==> src/rtl/ascii_cmd_bridge.sv <==
// ascii_cmd_bridge: parses ASCII bus commands from a UART byte stream,
// performs the matching bus write or read, and streams the reply back.
module ascii_cmd_bridge #(
  parameter int AddrWidth   = 16,
  parameter int DataWidth   = 32,
  parameter int ReadLatency = 2,
  parameter int VersionLen  = 13,
  parameter logic [8*VersionLen-1:0] VersionString = "REF-FPGA-LITE"
) (
  input  logic                 clk_i,
  input  logic                 reset_n_i,
  input  logic [7:0]           rx_data_i,
  input  logic                 rx_valid_i,
  output logic [7:0]           tx_data_o,
  output logic                 tx_valid_o,
  input  logic                 tx_ready_i,
  output logic [AddrWidth-1:0] bus_address_o,
  output logic [DataWidth-1:0] bus_data_o,
  output logic                 bus_we_o,
  input  logic [DataWidth-1:0] bus_data_i,
  input  logic                 bus_busy_i,
  output logic                 overrun_o,
  output logic [3:0]           dbg_state_o
);

  // Tx handshake: a byte moves on every edge where tx_valid_o and tx_ready_i
  // are both high; while valid is high and ready low, tx_data_o is frozen and
  // valid stays high. Valid only falls right after a transfer (or on reset).

  typedef enum logic [3:0] {
    ST_MATCH, ST_ADDR, ST_DATA, ST_DISCARD, ST_BUS_WR, ST_BUS_WAIT,
    ST_BUS_RD, ST_CONV, ST_SEND_NUM, ST_SEND_VER, ST_SEND_NL
  } state_t;

  localparam logic [47:0]  CmdWr  = "wFPGA,";
  localparam logic [47:0]  CmdRd  = "rFPGA,";
  localparam logic [119:0] CmdVer = "readFPGAVersion";

  function automatic logic [7:0] str_char(input logic [119:0] s, input int len, input int idx);
    logic [119:0] t;
    t = s >> (8 * (len - 1 - idx));
    return t[7:0];
  endfunction

  function automatic logic [7:0] ver_char(input logic [7:0] i);
    logic [8*VersionLen-1:0] t;
    t = VersionString >> (8 * (VersionLen - 1 - int'(i)));
    return t[7:0];
  endfunction

  function automatic logic [31:0] pow10(input logic [3:0] i);
    case (i)
      4'd0:    return 32'd1000000000;
      4'd1:    return 32'd100000000;
      4'd2:    return 32'd10000000;
      4'd3:    return 32'd1000000;
      4'd4:    return 32'd100000;
      4'd5:    return 32'd10000;
      4'd6:    return 32'd1000;
      4'd7:    return 32'd100;
      4'd8:    return 32'd10;
      default: return 32'd1;
    endcase
  endfunction

  state_t              r_state;
  logic [3:0]          r_idx;
  logic [2:0]          r_cand;
  logic                r_is_wr;
  logic [31:0]         r_acc;
  logic                r_have;
  logic [AddrWidth-1:0] r_addr;
  logic [7:0]          r_lat;
  logic [31:0]         r_val;
  logic [3:0]          r_pidx;
  logic [3:0]          r_dig;
  logic [3:0]          r_ndig;
  logic                r_started;
  logic [3:0]          r_buf [10];
  logic [7:0]          r_sidx;

  logic       w_is_digit;
  logic       w_cr;
  logic       w_nl;
  logic       w_comma;
  logic [2:0] w_cand_nxt;
  logic [31:0] w_pow;
  logic [7:0] w_sidx_nx;
  logic [7:0] w_ver_cur;
  logic [7:0] w_ver_nxt;
  logic       w_busy_state;

  assign w_is_digit = (rx_data_i >= 8'h30) && (rx_data_i <= 8'h39);
  assign w_cr       = (rx_data_i == 8'h0D);
  assign w_nl       = (rx_data_i == 8'h0A);
  assign w_comma    = (rx_data_i == 8'h2C);
  assign w_cand_nxt[0] = r_cand[0] && (r_idx < 4'd6) &&
                         (rx_data_i == str_char({72'd0, CmdWr}, 6, int'(r_idx)));
  assign w_cand_nxt[1] = r_cand[1] && (r_idx < 4'd6) &&
                         (rx_data_i == str_char({72'd0, CmdRd}, 6, int'(r_idx)));
  assign w_cand_nxt[2] = r_cand[2] && (r_idx < 4'd15) &&
                         (rx_data_i == str_char(CmdVer, 15, int'(r_idx)));
  assign w_pow      = pow10(r_pidx);
  assign w_sidx_nx  = r_sidx + 8'd1;
  assign w_ver_cur  = ver_char(r_sidx);
  assign w_ver_nxt  = ver_char(w_sidx_nx);
  assign w_busy_state = !((r_state == ST_MATCH) || (r_state == ST_ADDR) ||
                          (r_state == ST_DATA) || (r_state == ST_DISCARD));
  assign dbg_state_o = r_state;

  // Command FSM: parse, bus access, decimal conversion and reply streaming.
  always_ff @(posedge clk_i or negedge reset_n_i) begin
    if (!reset_n_i) begin
      r_state       <= ST_MATCH;
      r_idx         <= '0;
      r_cand        <= 3'b111;
      r_is_wr       <= 1'b0;
      r_acc         <= '0;
      r_have        <= 1'b0;
      r_addr        <= '0;
      r_lat         <= '0;
      r_val         <= '0;
      r_pidx        <= '0;
      r_dig         <= '0;
      r_ndig        <= '0;
      r_started     <= 1'b0;
      r_sidx        <= '0;
      for (int i = 0; i < 10; i++) r_buf[i] <= '0;
      tx_data_o     <= '0;
      tx_valid_o    <= 1'b0;
      bus_address_o <= '0;
      bus_data_o    <= '0;
      bus_we_o      <= 1'b0;
      overrun_o     <= 1'b0;
    end else begin
      bus_we_o <= 1'b0;
      if (rx_valid_i && w_busy_state) overrun_o <= 1'b1;
      case (r_state)
        ST_MATCH: if (rx_valid_i && !w_cr) begin
          if (w_nl) begin
            r_idx  <= '0;
            r_cand <= 3'b111;
            if ((r_idx == 4'd15) && r_cand[2]) begin
              r_sidx  <= '0;
              r_state <= ST_SEND_VER;
            end
          end else if (w_cand_nxt == 3'b000) begin
            r_idx   <= '0;
            r_cand  <= 3'b111;
            r_state <= ST_DISCARD;
          end else if ((r_idx == 4'd5) && (w_cand_nxt[0] || w_cand_nxt[1])) begin
            r_idx   <= '0;
            r_cand  <= 3'b111;
            r_is_wr <= w_cand_nxt[0];
            r_acc   <= '0;
            r_have  <= 1'b0;
            r_state <= ST_ADDR;
          end else begin
            r_idx  <= r_idx + 4'd1;
            r_cand <= w_cand_nxt;
          end
        end
        ST_ADDR, ST_DATA: if (rx_valid_i && !w_cr) begin
          if (w_is_digit) begin
            r_acc  <= r_acc * 32'd10 + {28'd0, rx_data_i[3:0]};
            r_have <= 1'b1;
          end else if (w_comma && r_have && (r_state == ST_ADDR) && r_is_wr) begin
            r_addr  <= r_acc[AddrWidth-1:0];
            r_acc   <= '0;
            r_have  <= 1'b0;
            r_state <= ST_DATA;
          end else if (w_nl && r_have && (r_state == ST_ADDR) && !r_is_wr) begin
            bus_address_o <= r_acc[AddrWidth-1:0];
            r_lat         <= '0;
            r_state       <= ST_BUS_RD;
          end else if (w_nl && r_have && (r_state == ST_DATA)) begin
            bus_address_o <= r_addr;
            bus_data_o    <= r_acc;
            r_state       <= ST_BUS_WR;
          end else if (w_nl) begin
            r_state <= ST_MATCH;
          end else begin
            r_state <= ST_DISCARD;
          end
        end
        ST_DISCARD: if (rx_valid_i && w_nl) r_state <= ST_MATCH;
        ST_BUS_WR: if (!bus_busy_i) begin
          bus_we_o <= 1'b1;
          r_state  <= ST_BUS_WAIT;
        end
        ST_BUS_WAIT: if (!bus_busy_i) r_state <= ST_MATCH;
        ST_BUS_RD: begin
          if ((int'(r_lat) >= ReadLatency) && !bus_busy_i) begin
            r_val     <= bus_data_i;
            r_pidx    <= '0;
            r_dig     <= '0;
            r_ndig    <= '0;
            r_started <= 1'b0;
            r_state   <= ST_CONV;
          end else if (int'(r_lat) < ReadLatency) begin
            r_lat <= r_lat + 8'd1;
          end
        end
        ST_CONV: begin
          if (r_val >= w_pow) begin
            r_val <= r_val - w_pow;
            r_dig <= r_dig + 4'd1;
          end else begin
            if ((r_dig != 4'd0) || r_started || (r_pidx == 4'd9)) begin
              r_buf[r_ndig] <= r_dig;
              r_ndig        <= r_ndig + 4'd1;
              r_started     <= 1'b1;
            end
            r_dig <= '0;
            if (r_pidx == 4'd9) begin
              r_sidx  <= '0;
              r_state <= ST_SEND_NUM;
            end else begin
              r_pidx <= r_pidx + 4'd1;
            end
          end
        end
        ST_SEND_NUM: begin
          if (!tx_valid_o) begin
            tx_valid_o <= 1'b1;
            tx_data_o  <= {4'h3, r_buf[r_sidx[3:0]]};
          end else if (tx_ready_i) begin
            if (w_sidx_nx < {4'd0, r_ndig}) begin
              r_sidx    <= w_sidx_nx;
              tx_data_o <= {4'h3, r_buf[w_sidx_nx[3:0]]};
            end else begin
              tx_valid_o <= 1'b0;
              r_state    <= ST_SEND_NL;
            end
          end
        end
        ST_SEND_VER: begin
          if (!tx_valid_o) begin
            tx_valid_o <= 1'b1;
            tx_data_o  <= w_ver_cur;
          end else if (tx_ready_i) begin
            if (int'(w_sidx_nx) < VersionLen) begin
              r_sidx    <= w_sidx_nx;
              tx_data_o <= w_ver_nxt;
            end else begin
              tx_valid_o <= 1'b0;
              r_state    <= ST_SEND_NL;
            end
          end
        end
        ST_SEND_NL: begin
          if (!tx_valid_o) begin
            tx_valid_o <= 1'b1;
            tx_data_o  <= 8'h0A;
          end else if (tx_ready_i) begin
            tx_valid_o <= 1'b0;
            r_state    <= ST_MATCH;
          end
        end
        default: r_state <= ST_MATCH;
      endcase
    end
  end

endmodule

==> config.mk <==
export PLATFORM = sky130hd
export DESIGN_NAME = ascii_cmd_bridge
export DESIGN_NICKNAME = d
export VERILOG_FILES = /design/src/rtl/ascii_cmd_bridge.sv
export SDC_FILE = /design/constraint.sdc
export NUM_CORES = 1
export LEC_CHECK = 0
export CORE_MARGIN = 2
export CORE_UTILIZATION = 45
export DETAILED_ROUTE_END_ITERATION = 7
export GPL_TIMING_DRIVEN = 0
export PLACE_DENSITY = 0.66
export RECOVER_POWER = 100
export SYNTH_ARGS = -nofsm -noshare
export SYNTH_HDL_FRONTEND = slang
export SYNTH_SLANG_ARGS = --single-unit
==> constraint.sdc <==
create_clock -name clk_i -period 3.8 [get_ports clk_i]
set_input_delay 0.57 -clock clk_i [delete_from_list [all_inputs] [get_ports clk_i]]
set_output_delay 0.57 -clock clk_i [all_outputs]
set_load 0.02 [all_outputs]
==> summary.txt <==
Run status
  – Outcome: finished with violations
  – Failing checks: max-capacitance violations, max-slew violations

Layout
  – Number of inserted diodes: 0
  – Synth-to-layout area growth: 23.4%
  – Filler cells: 3,035
  – Share of cells above drive strength 1: 19.7%
  – Register area: 5520 µm²
  – Design area: 19,400 µm²
  – Area of the multi-input gates: 10,400 µm²
  – Finished Layout Cells: 2,397
  – Nets: 2,088

Clock network
  – Max H-tree Level: 1
  – Clk buf depth: 3
  – Clk Latency, worst-skew pair: 560 ps
  – CTS root buf: clkbuf_16
  – Clk sink count: 220
  – CTS buffer count: 27
  – Clock transition at the registers of the reported paths: 60 ps
  – CTS tree: done

Floorplanning
  – Die Area: 36,500 µm²
  – Die height: 191 µm
  – # IOs: 108
  – Initial core utilization: 45.6%
  – Core footprint: 34,500 µm²
  – Row count: 68
  – Die Wd: 191 µm

Routing
  – TritonRoute pass-1 iters: 5
  – Routed Antenna Nets: 0
  – 1st-iter DRT viols: 931
  – Wl on met1: 19,000 µm
  – Met2 Wirelength: 21,500 µm
  – Via Count: 14,000
  – Wirelength per Cell: 18.3 µm
  – Met3 routed WL: 2140 µm
  – Routed Wire Length: 43,900 µm
  – Remaining DRCs: 0
  – Uppermost layer routed: met4
  – Vias per cell: 5.82

Setup path
  – CP endpoint kind: flop
  – CP max stage delay: 450 ps
  – CP dominant cell by count: ha_2
  – Highest-delay cell along the critical path: dfrtp_2
  – Required time worst endpoint: 4250 ps
  – Worst path cell trace: buf_4, ha_2, ha_2, nand2_2, ha_4, nor2b_4, o21ai_2, a21oi_2, o31ai_2, a21oi_1, a311oi_4, a2111o_2, nand2_4, or3_4, o21bai_2, mux2_4
  – CP max FO: 7
  – Critical setup path kind: reg -> reg
  – Crit path buffers/inverters: 1
  – CP startpoint kind: flop
  – CP delay by family, top: compound AO/OA/AOI/OAI gates
  – Critical Path AT: 4200 ps

STA
  – Fin crit period: 3750 ps
  – Setup_tns: 0 ps
  – Skew final: 28.5 ps
  – Worst rel slew slack: -80.8%
  – Tcrit/Tclk final: 98.7%
  – Endpoints failing hold: 0
  – Final Worst Setup Slack: 49.8 ps
  – Slew @ Worst Pin: 2710 ps
  – Fin. max-slew vios: 46
  – Final number of setup-violating endpoints: 0
  – RSZ-0062 raised after global routing: true
  – Maximum clock frequency: 267 MHz

Global route
  – Number of global-route vias before repair: 13,800
  – Largest net degree at the start of global routing: 107
  – First-pass GRT wire length: 70,700 µm
  – Initial antenna violation count: 2
  – All-Layer GR Usage: 23.8%
  – Grt ovf: 0

Placed design
  – Final Wtd Congestion: 0.922
  – Pre-CTS setup slack: -682 ps
  – Area after DPL: 17,400 µm²
  – Buffers on Ports: 105
  – Post-DP HPWL: 31,400 µm
  – Placed cells: 2,311

Synthesis
  – Post-synth EDFFs: 0
  – Synth Net Count: 1,910
  – Main synth FF type: dfrtp_1
  – Warnings, synthesis: 0
  – Netlist Area Pre-Place: 15,700 µm²
  – Seq/Total Area, Yosys: 35.0%
  – Flops & latches, synth: 220
  – Synth Instances: 1,749
  – Avg Cell Area, Syn: 8.99 µm²
  – Synth async-reset ratio: 100%
  – Yosys cell types: 93

Power
  – Power per cell area: 341 nW/µm²
  – Final Power: 6.62 mW
  – VDD IR-drop max: 310 µV
  – Leakage: 8.82 nW

Worst hold path
  – Worst min path class: reg -> reg

Run
  – Maxcap violations: 1
-- state kept, by name, indices dropped and copies added, names as in the netlist, 3 cells and up --
signal / cells
r_buf: 40
bus_data_o: 32
r_acc: 32
r_val: 32
bus_address_o: 16
r_addr: 16
r_lat: 8
r_sidx: 8
tx_data_o: 7
dbg_state_o: 4
r_dig: 4
r_idx: 4
r_ndig: 4
r_pidx: 4
r_cand: 3
-- cells by family (layout without fill, tap and decap cells) --
| logic type | count (synthesis) | after routing | synth area share (%) |
|---|---|---|---|
| AND/OR/NAND/NOR | 643 | 643 | 19.8 |
| AO/OA/AOI/OAI | 422 | 422 | 17.3 |
| flip-flops | 220 | 220 | 35.0 |
| buffers and inverters | 129 | 322 | 3.29 |
| multiplexers | 126 | 126 | 10.1 |
| adder cells (fa/ha/maj) | 116 | 116 | 9.37 |
| XOR/XNOR | 92 | 92 | 5.12 |
| other | 1 | 1 | 0.0238 |
-- layout make-up --
| type | count | area share [%] |
|---|---|---|
| multi-input combinational | 1400 | 53.8 |
| sequential | 220 | 28.5 |
| timing repair buffer | 155 | 7.67 |
| clock buffer | 39 | 3.97 |
| tap | 455 | 2.93 |
| buffer | 82 | 1.94 |
| inverter | 41 | 0.832 |
| clock inverter | 5 | 0.406 |
-- metal layers --
metal | global-route usage, % | up-vias
met2 | 41.0 | 334
met3 | 3.49 | 89
met4 | 6.92 | 0
met1 | 31.0 | 6829
li1 | - | 6710
met5 | 0 | -
-- stage by stage --
stage	util (%)	hold WS, ps
2_1_floorplan	-	274
3_3_place_gp	50.3	457
3_5_place_dp	50.5	461
4_1_cts	54.4	474
5_1_grt	56.3	501
6_report	56.3	469
-- repair_timing --
action,in CTS,in global routing
setup endpoints to repair,117,127
hold buffers,1,0
pin swaps,21,53
hold endpoints to repair,45,0
gates resized for setup,81,111
setup buffers,18,29
gates cloned,0,0
-- synth_stat cells (all sizes together) (10+ instances only) --
| cell type | count | share of area, % |
|---|---|---|
| o22ai | 10 | 0.40 |
| nand2b | 16 | 0.64 |
| nor4 | 24 | 1.3 |
| o21a | 10 | 0.48 |
| nor2 | 146 | 3.5 |
| xor2 | 49 | 2.7 |
| o211ai | 18 | 0.92 |
| ha | 113 | 9.0 |
| a31oi | 37 | 1.5 |
| a21oi | 116 | 3.7 |
| nand3b | 10 | 0.48 |
| nand3 | 70 | 2.3 |
| nand2 | 224 | 5.4 |
| inv | 41 | 0.98 |
| or3 | 17 | 0.68 |
| mux4 | 16 | 2.3 |
| o21ai | 105 | 3.4 |
| mux2i | 16 | 1.0 |
| nor3 | 33 | 1.1 |
| mux2 | 94 | 6.8 |
| a221oi | 11 | 0.61 |
| or2 | 11 | 0.44 |
| nand4 | 16 | 0.64 |
| buf | 29 | 0.89 |
| dfrtp | 217 | 35 |
| and3 | 19 | 0.76 |
| a211oi | 12 | 0.64 |
| o31ai | 12 | 0.60 |
| nor2b | 18 | 0.76 |
| and2 | 14 | 0.57 |
| a21o | 28 | 1.3 |
| xnor2 | 43 | 2.4 |
| clkbuf | 59 | 1.4 |
-- power breakdown --
group	switching (mW)	total [mW]	internal (mW)
logic	0.991	1.60	0.612
clock network	1.01	2.53	1.52
registers	0.0663	2.48	2.41
total	2.07	6.62	4.55
-- cells in the final DEF, fill, tap and decap left out, types with 15 or more instances in the layout --
| cell | synthesis | final |
|---|---|---|
| nor2b_1 | 17 | 16 |
| or3_1 | 17 | 15 |
| mux2_2 | 92 | 90 |
| clkbuf_16 | 0 | 27 |
| nand3_1 | 69 | 64 |
| mux4_2 | 16 | 16 |
| ha_4 | 0 | 18 |
| nand2_1 | 223 | 208 |
| a21oi_1 | 116 | 103 |
| nand4_1 | 16 | 16 |
| buf_4 | 2 | 48 |
| o21ai_0 | 89 | 85 |
| nor4_1 | 19 | 16 |
| o21ai_1 | 13 | 17 |
| ha_1 | 113 | 86 |
| a21o_1 | 28 | 28 |
| clkbuf_1 | 58 | 58 |
| mux2i_1 | 16 | 15 |
| o211ai_1 | 16 | 16 |
| buf_2 | 19 | 17 |
| inv_1 | 40 | 36 |
| dlygate4sd3_1 | 0 | 64 |
| a31oi_1 | 37 | 36 |
| dfrtp_1 | 217 | 206 |
| xnor2_1 | 43 | 42 |
| clkdlybuf4s50_1 | 0 | 41 |
| nor3_1 | 31 | 30 |
| nor2_1 | 144 | 140 |
| and3_1 | 19 | 18 |
| xor2_1 | 49 | 44 |
-- worst reg2reg max path, stage by stage (launching register included) --
cell	delay, ps
dfrtp_2	450
buf_4	160
ha_2	180
ha_2	170
nand2_2	80
ha_4	210
nor2b_4	130
o21ai_2	160
a21oi_2	90
o31ai_2	250
a21oi_1	180
a311oi_4	320
a2111o_2	280
nand2_4	90
or3_4	390
o21bai_2	210
mux2_4	300
-- final timing paths --
| check | cells after the start | start | end | slack (ps) |
|---|---|---|---|---|
| setup / recovery | 16 | r_pidx[1] | dbg_state_o[1] | 50 |
| min in group asynchronous | 2 | reset_n_i | r_buf[26] | 1420 |
| hold / removal | 1 | overrun_o | overrun_o | 470 |
| hold reg to reg | 1 | overrun_o | overrun_o | 470 |
| max in group asynchronous | 4 | reset_n_i | r_acc[4] | 510 |
| setup reg to reg | 16 | r_pidx[1] | dbg_state_o[1] | 50 |
No activity file was read; power rests on OpenSTA's default activity.
